`config.mk`:
```
export PLATFORM = sky130hd
export DESIGN_NAME = screen_sequencer
export DESIGN_NICKNAME = d
export VERILOG_FILES = /design/src/rtl/screen_sequencer.sv
export SDC_FILE = /design/constraint.sdc
export NUM_CORES = 1
export LEC_CHECK = 0
export BUFFER_PORTS_ARGS = -buffer_cell sky130_fd_sc_hd__buf_2
export CORE_MARGIN = 2
export CORE_UTILIZATION = 35
export DETAILED_ROUTE_END_ITERATION = 8
export GPL_ROUTABILITY_DRIVEN = 0
export GPL_TIMING_DRIVEN = 0
export SYNTH_ARGS = -nofsm -noshare
export SYNTH_HDL_FRONTEND = slang
export SYNTH_SLANG_ARGS = --single-unit
```
`constraint.sdc`:
```
create_clock -name clk -period 3.5 [get_ports clk]
set_input_delay 0.525 -clock clk [delete_from_list [all_inputs] [get_ports clk]]
set_output_delay 0.525 -clock clk [all_outputs]
set_load 0.02 [all_outputs]
```
`src/rtl/screen_sequencer.sv`:
```
// -----------------------------------------------------------------------------
// screen_sequencer
//
// Top-level screen controller for the flappy-bird display pipeline. It steps the
// game through INTRO -> PLAY -> DYING -> GAMEOVER -> INTRO. It drives the
// enable and image-select inputs of the intro/game-over ROM overlays. All
// pacing (overlay blink, death pause, restart lockout) is counted in frames,
// using a frame tick derived from the VGA scan position.
//
// Optional feature macro: ATTRACT_TIMEOUT_EN
//   When defined, GAMEOVER returns to INTRO by itself after ATTRACT_FRAMES idle
//   frames. No game_rst is issued on that return.
//   When undefined, GAMEOVER is left only on a button press.
//
// Ports
//   clk          in   system/pixel clock
//   rst          in   synchronous, active-high reset
//   h_line[9:0]  in   current horizontal scan position
//   v_line[9:0]  in   current vertical scan position
//   flap_btn     in   raw asynchronous player button
//   collision    in   level, high while the bird/pipe logic detects a hit
//   intro_en     out  intro overlay enable
//   gameover_en  out  game-over overlay enable
//   img_sel      out  overlay image select (1 = low nibble, 0 = high nibble)
//   play_en      out  world/bird motion enable
//   game_rst     out  one-cycle pulse clearing score, bird and pipes
//   flap         out  one-cycle synchronized button press, PLAY only
//   frame_tick   out  one-cycle pulse per frame
//   state[1:0]   out  0 INTRO, 1 PLAY, 2 DYING, 3 GAMEOVER
// -----------------------------------------------------------------------------
module screen_sequencer #(
    parameter logic [9:0] FRAME_H        = 10'd0,
    parameter logic [9:0] FRAME_V        = 10'd0,
    parameter int         BLINK_FRAMES   = 30,
    parameter int         DIE_FRAMES     = 45,
    parameter int         LOCK_FRAMES    = 60,
    parameter int         ATTRACT_FRAMES = 600
) (
    input  logic       clk,
    input  logic       rst,
    input  logic [9:0] h_line,
    input  logic [9:0] v_line,
    input  logic       flap_btn,
    input  logic       collision,
    output logic       intro_en,
    output logic       gameover_en,
    output logic       img_sel,
    output logic       play_en,
    output logic       game_rst,
    output logic       flap,
    output logic       frame_tick,
    output logic [1:0] state
);

    localparam logic [1:0] ST_INTRO    = 2'd0;
    localparam logic [1:0] ST_PLAY     = 2'd1;
    localparam logic [1:0] ST_DYING    = 2'd2;
    localparam logic [1:0] ST_GAMEOVER = 2'd3;

    localparam logic [9:0] BLINK_LAST   = 10'(BLINK_FRAMES - 1);
    localparam logic [9:0] DIE_LAST     = 10'(DIE_FRAMES - 1);
    localparam logic [9:0] LOCK_MIN     = 10'(LOCK_FRAMES);
    localparam logic [9:0] ATTRACT_LAST = 10'(ATTRACT_FRAMES - 1);
    localparam logic [9:0] FCNT_MAX     = 10'd1023;

    // Button synchronizer and edge detector
    logic       sync1_q, sync1_d;
    logic       sync2_q, sync2_d;
    logic       sync3_q, sync3_d;
    logic       press_q, press_d;

    // Frame tick
    logic       hit;
    logic       hit_q, hit_d;
    logic       frame_tick_q, frame_tick_d;

    // Sequencer state and counters
    logic [1:0] state_q, state_d;
    logic [9:0] fcnt_q, fcnt_d;
    logic [9:0] bcnt_q, bcnt_d;
    logic       img_sel_q, img_sel_d;

    // Registered outputs
    logic       intro_en_q, intro_en_d;
    logic       gameover_en_q, gameover_en_d;
    logic       play_en_q, play_en_d;
    logic       game_rst_q, game_rst_d;
    logic       flap_q, flap_d;

    logic       state_change;
    logic       overlay_state_q;
    logic       overlay_state_d;
    logic       attract_to;

`ifdef ATTRACT_TIMEOUT_EN
    // An actual press takes priority over the idle timeout.
    assign attract_to = frame_tick_q && !press_q && (fcnt_q == ATTRACT_LAST);
`else
    logic unused_attract;
    assign attract_to     = 1'b0;
    assign unused_attract = ^ATTRACT_LAST;
`endif

    always_comb begin
        // Two-flop synchronizer. A third flop holds the previous synchronized
        // value, so press_q is a registered one-cycle rising-edge pulse.
        sync1_d = flap_btn;
        sync2_d = sync1_q;
        sync3_d = sync2_q;
        press_d = sync2_q & ~sync3_q;

        // The scan position may sit on the frame-start pixel for several
        // clocks. Only the first hit cycle produces a tick.
        hit          = (h_line == FRAME_H) && (v_line == FRAME_V);
        hit_d        = hit;
        frame_tick_d = hit & ~hit_q;

        state_d    = state_q;
        game_rst_d = 1'b0;
        flap_d     = 1'b0;
        case (state_q)
            ST_INTRO: begin
                if (press_q) begin
                    state_d    = ST_PLAY;
                    game_rst_d = 1'b1;
                end
            end
            ST_PLAY: begin
                // A press coinciding with a collision still emits a flap.
                flap_d = press_q;
                if (collision) begin
                    state_d = ST_DYING;
                end
            end
            ST_DYING: begin
                if (frame_tick_q && (fcnt_q == DIE_LAST)) begin
                    state_d = ST_GAMEOVER;
                end
            end
            ST_GAMEOVER: begin
                // Presses during lockout are dropped, not remembered.
                if (press_q && (fcnt_q >= LOCK_MIN)) begin
                    state_d = ST_INTRO;
                end else if (attract_to) begin
                    state_d = ST_INTRO;
                end
            end
            default: state_d = ST_INTRO;
        endcase

        state_change    = (state_d != state_q);
        overlay_state_q = (state_q == ST_INTRO) || (state_q == ST_GAMEOVER);
        overlay_state_d = (state_d == ST_INTRO) || (state_d == ST_GAMEOVER);

        // Frame counter: a state change clears it even if a tick lands in the
        // same cycle. It saturates instead of wrapping.
        fcnt_d = fcnt_q;
        if (state_change) begin
            fcnt_d = 10'd0;
        end else if (frame_tick_q && (fcnt_q != FCNT_MAX)) begin
            fcnt_d = fcnt_q + 10'd1;
        end

        // Overlay blink. Each overlay phase starts on image 1 with a fresh
        // count. The value is held while no overlay is visible.
        bcnt_d    = bcnt_q;
        img_sel_d = img_sel_q;
        if (state_change && overlay_state_d) begin
            bcnt_d    = 10'd0;
            img_sel_d = 1'b1;
        end else if (frame_tick_q && overlay_state_q) begin
            if (bcnt_q == BLINK_LAST) begin
                bcnt_d    = 10'd0;
                img_sel_d = ~img_sel_q;
            end else begin
                bcnt_d = bcnt_q + 10'd1;
            end
        end

        // Enables are decoded from the next state. They then switch on the
        // same edge as the state register.
        intro_en_d    = (state_d == ST_INTRO);
        gameover_en_d = (state_d == ST_GAMEOVER);
        play_en_d     = (state_d == ST_PLAY);
    end

    always_ff @(posedge clk) begin
        if (rst) begin
            sync1_q       <= 1'b0;
            sync2_q       <= 1'b0;
            sync3_q       <= 1'b0;
            press_q       <= 1'b0;
            hit_q         <= 1'b0;
            frame_tick_q  <= 1'b0;
            state_q       <= ST_INTRO;
            fcnt_q        <= 10'd0;
            bcnt_q        <= 10'd0;
            img_sel_q     <= 1'b1;
            intro_en_q    <= 1'b1;
            gameover_en_q <= 1'b0;
            play_en_q     <= 1'b0;
            game_rst_q    <= 1'b0;
            flap_q        <= 1'b0;
        end else begin
            sync1_q       <= sync1_d;
            sync2_q       <= sync2_d;
            sync3_q       <= sync3_d;
            press_q       <= press_d;
            hit_q         <= hit_d;
            frame_tick_q  <= frame_tick_d;
            state_q       <= state_d;
            fcnt_q        <= fcnt_d;
            bcnt_q        <= bcnt_d;
            img_sel_q     <= img_sel_d;
            intro_en_q    <= intro_en_d;
            gameover_en_q <= gameover_en_d;
            play_en_q     <= play_en_d;
            game_rst_q    <= game_rst_d;
            flap_q        <= flap_d;
        end
    end

    assign intro_en    = intro_en_q;
    assign gameover_en = gameover_en_q;
    assign img_sel     = img_sel_q;
    assign play_en     = play_en_q;
    assign game_rst    = game_rst_q;
    assign flap        = flap_q;
    assign frame_tick  = frame_tick_q;
    assign state       = state_q;

endmodule
```
## Word-level counts from Yosys, hierarchy flattened

Index checks and enable logic that the tools add are counted.

| word-level totals | value |
|---|---|
| register bits after elaboration | 34 |
| output and inout bits | 9 |
| word-level logic and storage cells | 58 |
| bits of input ports | 24 |

| cells by class | value |
|---|---|
| multiplexer cells | 7 |
| magnitude comparators | 1 |
| add/subtract/negate cells | 2 |
| bitwise gates (word level) | 7 |
| eq/ne operators | 9 |
| reduce and logical (&&, ||, !) cells | 17 |

Operator list:

| operator | count |
|---|---|
| 10-bit by 1-bit adder with 10-bit output (second input constant) | 2 |
| 10-bit logical NOT | 2 |
| 10-bit by 5-bit equality test with 1-bit output (second input constant) | 1 |
| 10-bit by 6-bit equality test with 1-bit output (second input constant) | 1 |
| 10-bit by 6-bit greater-or-equal comparator with 1-bit output (second input constant) | 1 |
| 10-bit 2-to-1 mux | 1 |
| 10-bit != test (second input constant) | 1 |
| 2-bit 2-to-1 mux | 4 |
| 2-bit case mux with 4 select lines | 1 |
| 2-bit OR reduction | 4 |
| 2-bit equality test (second input constant) | 3 |
| 1-bit logical AND | 6 |
| 1-bit inverter | 5 |
| 2-bit by 1-bit equality test with 1-bit output (second input constant) | 2 |
| 2-bit logical NOT | 2 |
| 1-bit bitwise AND | 2 |
| 1-bit logical OR | 2 |
| 2-bit != test | 1 |
| 2-bit AND reduction | 1 |
| 1-bit 2-to-1 mux | 1 |

## Longest topological paths before layout

| depth | value |
|---|---|
| depth in word-level cells | 8 |
| mapped depth | 10 |
| mapped depth without buffers | 8 |

## Worst setup path before layout

OpenSTA, ideal clock, no wires.

| path | value |
|---|---|
| path type | reg-to-reg |
| from | register state_q[1], in the netlist state[1] |
| to | register bcnt_q[2] |
| required time | 3.427 ns |
| buffers on the path | 2 |
| period minus slack after synthesis | 2.187 ns |
| setup time | 0.073 ns |
| arrival time | 2.114 ns |
| stages on the path, launching flop included | 11 |
| slack | 1.313 ns |
| cells stage by stage | dfxtp_1 -> inv_1 -> ha_1 -> clkbuf_1 -> nand4b_1 -> o31ai_1 -> o21a_1 -> xor2_1 -> o21a_1 -> buf_6 -> nor3_2 |

| on the way | value |
|---|---|
| longest elaborated chain between the ends | 6 |
| elaborated cells on any way between the ends | 17 |
| those cells by class | eq/ne (5); mux (5); reduce/logical (7) |

RTL lines:

| item | RTL line | RTL |
|---|---|---|
| start: declaration | 78 | `logic [1:0] state_q, state_d;` |
| start signal: assignment | 211 | `state_q <= state_d;` |
| 2-bit equality test (tied with other cells) | 121, 152 |  |
| 2-bit case mux with 4 select lines | 121 | `case (state_q)` |
| 2-bit equality test or 2-bit logical NOT (tied branches) | 153 | `overlay_state_d = (state_d == ST_INTRO) \|\| (state_d == ST_GAMEOVER);` |
| 1-bit logical OR | 153 |  |
| 1-bit logical AND | 168 | `if (state_change && overlay_state_d) begin` |
| 2-bit OR reduction (no line) | -- |  |
| end signal: assignment | 213 | `bcnt_q <= bcnt_d;` |
| end: declaration | 80 | `logic [9:0] bcnt_q, bcnt_d;` |

Parallel ways exist; a longest one is shown, timed or not.
A chain may end at the register's enable or synchronous reset.

## Final worst setup path

Ends and elaborated chain as after synthesis.

==> results.md <==
* Largest family of logic cells by synthesized area: simple AND/OR/NAND/NOR gates
* Switching Power at around 170 µW
* I/O Buffers at 31
* Proportion of layout cells with a drive suffix above 1 at between 10% and 20%
* Worst path bufs/invs at 3
* GRT Residual Overflow at 0
* WP data required at 3710 ps
* I/O pin count at 33
* CP Max Fanout at 10
* Fmax at around 0.43 GHz
* Kind of critical path: reg2reg
* Tightest Pin Transition at between 600 and 700 ps
* Drt pass-1 iters at 4
* Die area at roughly 0.005 mm²
* Die Ht at approximately 72 µm
* Status: finished clean
* Pins Over Slew Limit at 0
* Dpl hpwl at about 2100 µm
* Largest net degree at the start of global routing at 11
* Slowest CP cell: dfxtp_1
* Vias in the first global route at about 1200
* Reg power frac at between 50% and 60%
* Data arrival, critical path at approximately 2600 ps
* Synthesized area per cell at 8.88 µm²
* # H-tree levels at 2
* Area delta synth->final at 20.6%
* Total chip power at between 700 and 800 µW
* Tcrit/Tclk final at about two thirds
* Final hold vios at 0
* Worst Skew at 6.68 ps
* CP endpoint kind: flip-flop
* Top FF cell, synth: dfxtp_1
* Vias per cell at about 4.8
* CTS tree: built
* RSZ-0062 raised after global routing: false
* Worst-path clk slew at around 70 ps
* Worst min path class: reg2reg
* Logic gate share of total power at slightly below 7%
* Synth Cell Area at about 0.0016 mm²
* Gate Count Post-Synth at ~180
* # rows at 24
* Initial Utilization at 36.6%
* Final net count at around 250
* Sequential area share after synthesis at a little over two fifths
* Clock Sinks at 34
* Setup tns final at 0 ps
* Critical Path Max Stage Delay at roughly 460 ps
* Hold Crit Start: sync3_q
* Delay-heaviest family, CP: compound AO/OA/AOI/OAI gates
* #FFs+latches synth at 34
* R2R Path Start: state[1]
* Post-route minimum period at 2340 ps
* Core area at ~0.0044 mm²
* GRT Util Overall at about an eighth
* Asr flop ratio synth at 0%
* Pwr Density at roughly 400 mW/mm²
* Synth Area in Compound Gates at under 10%
* Global-route wire length before repair at 5190 µm
* Worst vdd ir at around 0.13 mV
* CTS Buf Count at 5
* Ys Warns at 0
* Number of diodes at 0
* Internal power at 614 µW
* Post-synthesis mux area share at less than 1%
* Xor/xnor cell area share of the yosys netlist at under 10%
* Leak Pwr at roughly 0.8 nW
* Number of max-cap violations at 0
* Slew headroom at a little under three fifths
* Adder-Cell Fraction of Synth Area at under 10%
* Routed length per instance at roughly 11 µm
* Crit path cell chain: inv_1 > ha_1 > clkbuf_1 > nand4b_1 > o31ai_1 > o21a_1 > xor2_1 > o21a_1 > buf_6 > nor3_2
* Drt drc at 0
* Routed vias at 1300
* Synth Area in Simple Gates at 28.3%
* Root Driver: clkbuf_8
* Post-synth EDFFs at 0
* Worst path most repeated cell: o21a_1
* Number of hold buffers added after cts at 0
* Post-CTS setup buffer count at 0
* Max clock buf depth at 2
* ANT nets after route at 0
* Drt first-iter violations at between 40 and 50
* Initial antenna violation count at 0
* Setup crit start kind: flip-flop
* Routed wire length at 2890 µm
* Worst-skew pair later-pin latency at between 200 and 300 ps
* Syn nets at about 210
* Sw Share at ~22%
* Final setup fails at 0
* Cts repair resizes at 0
* Clock Power Share at 42.8%
* Unique masters post-synth at 36
* Setup crit start: state[1]
* DIE WIDTH at 71.8 µm
## stage by stage
stage / area, µm² / hold slack, ps / utilization, % / cells / worst slack, ps
2_1_floorplan: 1610 / 367 / - / 181 / 1310
6_report: 1940 / 372 / 44.2 / 272 / 1160
5_1_grt: 1940 / 394 / 44.2 / 272 / 960
3_5_place_dp: 1830 / 374 / 41.7 / 264 / 1160
4_1_cts: 1940 / 379 / 44.2 / 272 / 1130
3_3_place_gp: 1830 / 370 / 41.7 / 264 / 1160
## registers in the layout, indices dropped and copies added, names as in the netlist
register and flops:
flap 1, intro_en 1, bcnt_q 10, sync1_q 1
fcnt_q 10, press_q 1, hit_q 1, play_en 1
game_rst 1, frame_tick 1, gameover_en 1, sync2_q 1
img_sel 1, state 2, sync3_q 1
## worst register-to-register path: stages, from the launching register on
cell and delay [ps]:
dfxtp_1 460, inv_1 140, ha_1 200, clkbuf_1 190, nand4b_1 210, o31ai_1 280, o21a_1 210, xor2_1 70
o21a_1 210, buf_6 150, nor3_2 160
## cells in the mapped netlist (3+ instances only)
cell type	count	area share (%)
dfxtp_1	34	42
nand2_1	13	3.0
xor2_1	9	4.9
nor4_1	5	1.9
nor2_1	29	6.8
xnor2_1	9	4.9
nor3_1	4	1.2
and3_1	7	2.7
nor2b_1	9	3.5
a21oi_1	6	1.9
inv_1	9	2.1
clkbuf_1	3	0.70
ha_1	9	7.0
nand3_1	4	1.2
## power groups by stage
stage / combinational (mW) / sequential (mW) / clock (mW)
4_1_cts: 0.0546 / 0.394 / 0.347
3_3_place_gp: 0.0542 / 0.403 / 0
3_5_place_dp: 0.0543 / 0.403 / 0
5_1_grt: 0.0603 / 0.394 / 0.367
6_report: 0.0539 / 0.394 / 0.335
2_1_floorplan: 0.0294 / 0.405 / 0
## worst paths after layout
kind,cells after the start,slack (ps),endpoint
worst max-delay path,10,1160,bcnt_q[2]
worst min-delay path,1,370,press_q
worst max register to register,10,1160,bcnt_q[2]
worst min register to register,1,370,press_q
## routing by layer
layer  vias up  routed length (µm)  part of all wire (%)  global-route usage (%)
li1        690                   -                     -                       -
met1       561                1430                    50                    16.5
met2        43                1210                    42                    19.8
met3         6                 187                   6.5                    4.64
met4         0                  59                   2.0                    5.66
met5         -                   0                     0                       0
## cell families (layout without fill, tap and decap cells)
group                      Yosys count  after routing
muxes                                1              1
AOI/OAI and AO/OA                   19             19
adders and majority gates            9              9
buffers and inverters               13             52
and+or+nand+nor                     87             87
DFF                                 34             34
xor gates and xnor gates            18             18
## final cells by class
| type | instances | area (µm²) |
|---|---|---|
| buffer | 4 | 22.5 |
| tap | 52 | 65.1 |
| inverter | 9 | 33.8 |
| timing repair buffer | 31 | 155 |
| clock buffer | 8 | 110 |
| fill | 429 | 2450 |
| sequential | 34 | 681 |
| multi-input combinational | 134 | 870 |
## placed cells by master, fill, tap and decap left out, types with 3 or more instances in the layout
cell type	netlist	layout
buf_2	0	31
inv_1	9	9
nor4_1	5	5
nand2_1	13	13
xor2_1	9	9
nor2b_1	9	9
ha_1	9	9
a21oi_1	6	6
nor2_1	29	29
and3_1	7	7
xnor2_1	9	9
clkbuf_8	0	8
nand3_1	4	4
dfxtp_1	34	34
clkbuf_1	3	3
nor3_1	4	4
(Power assumes the default switching activity.)
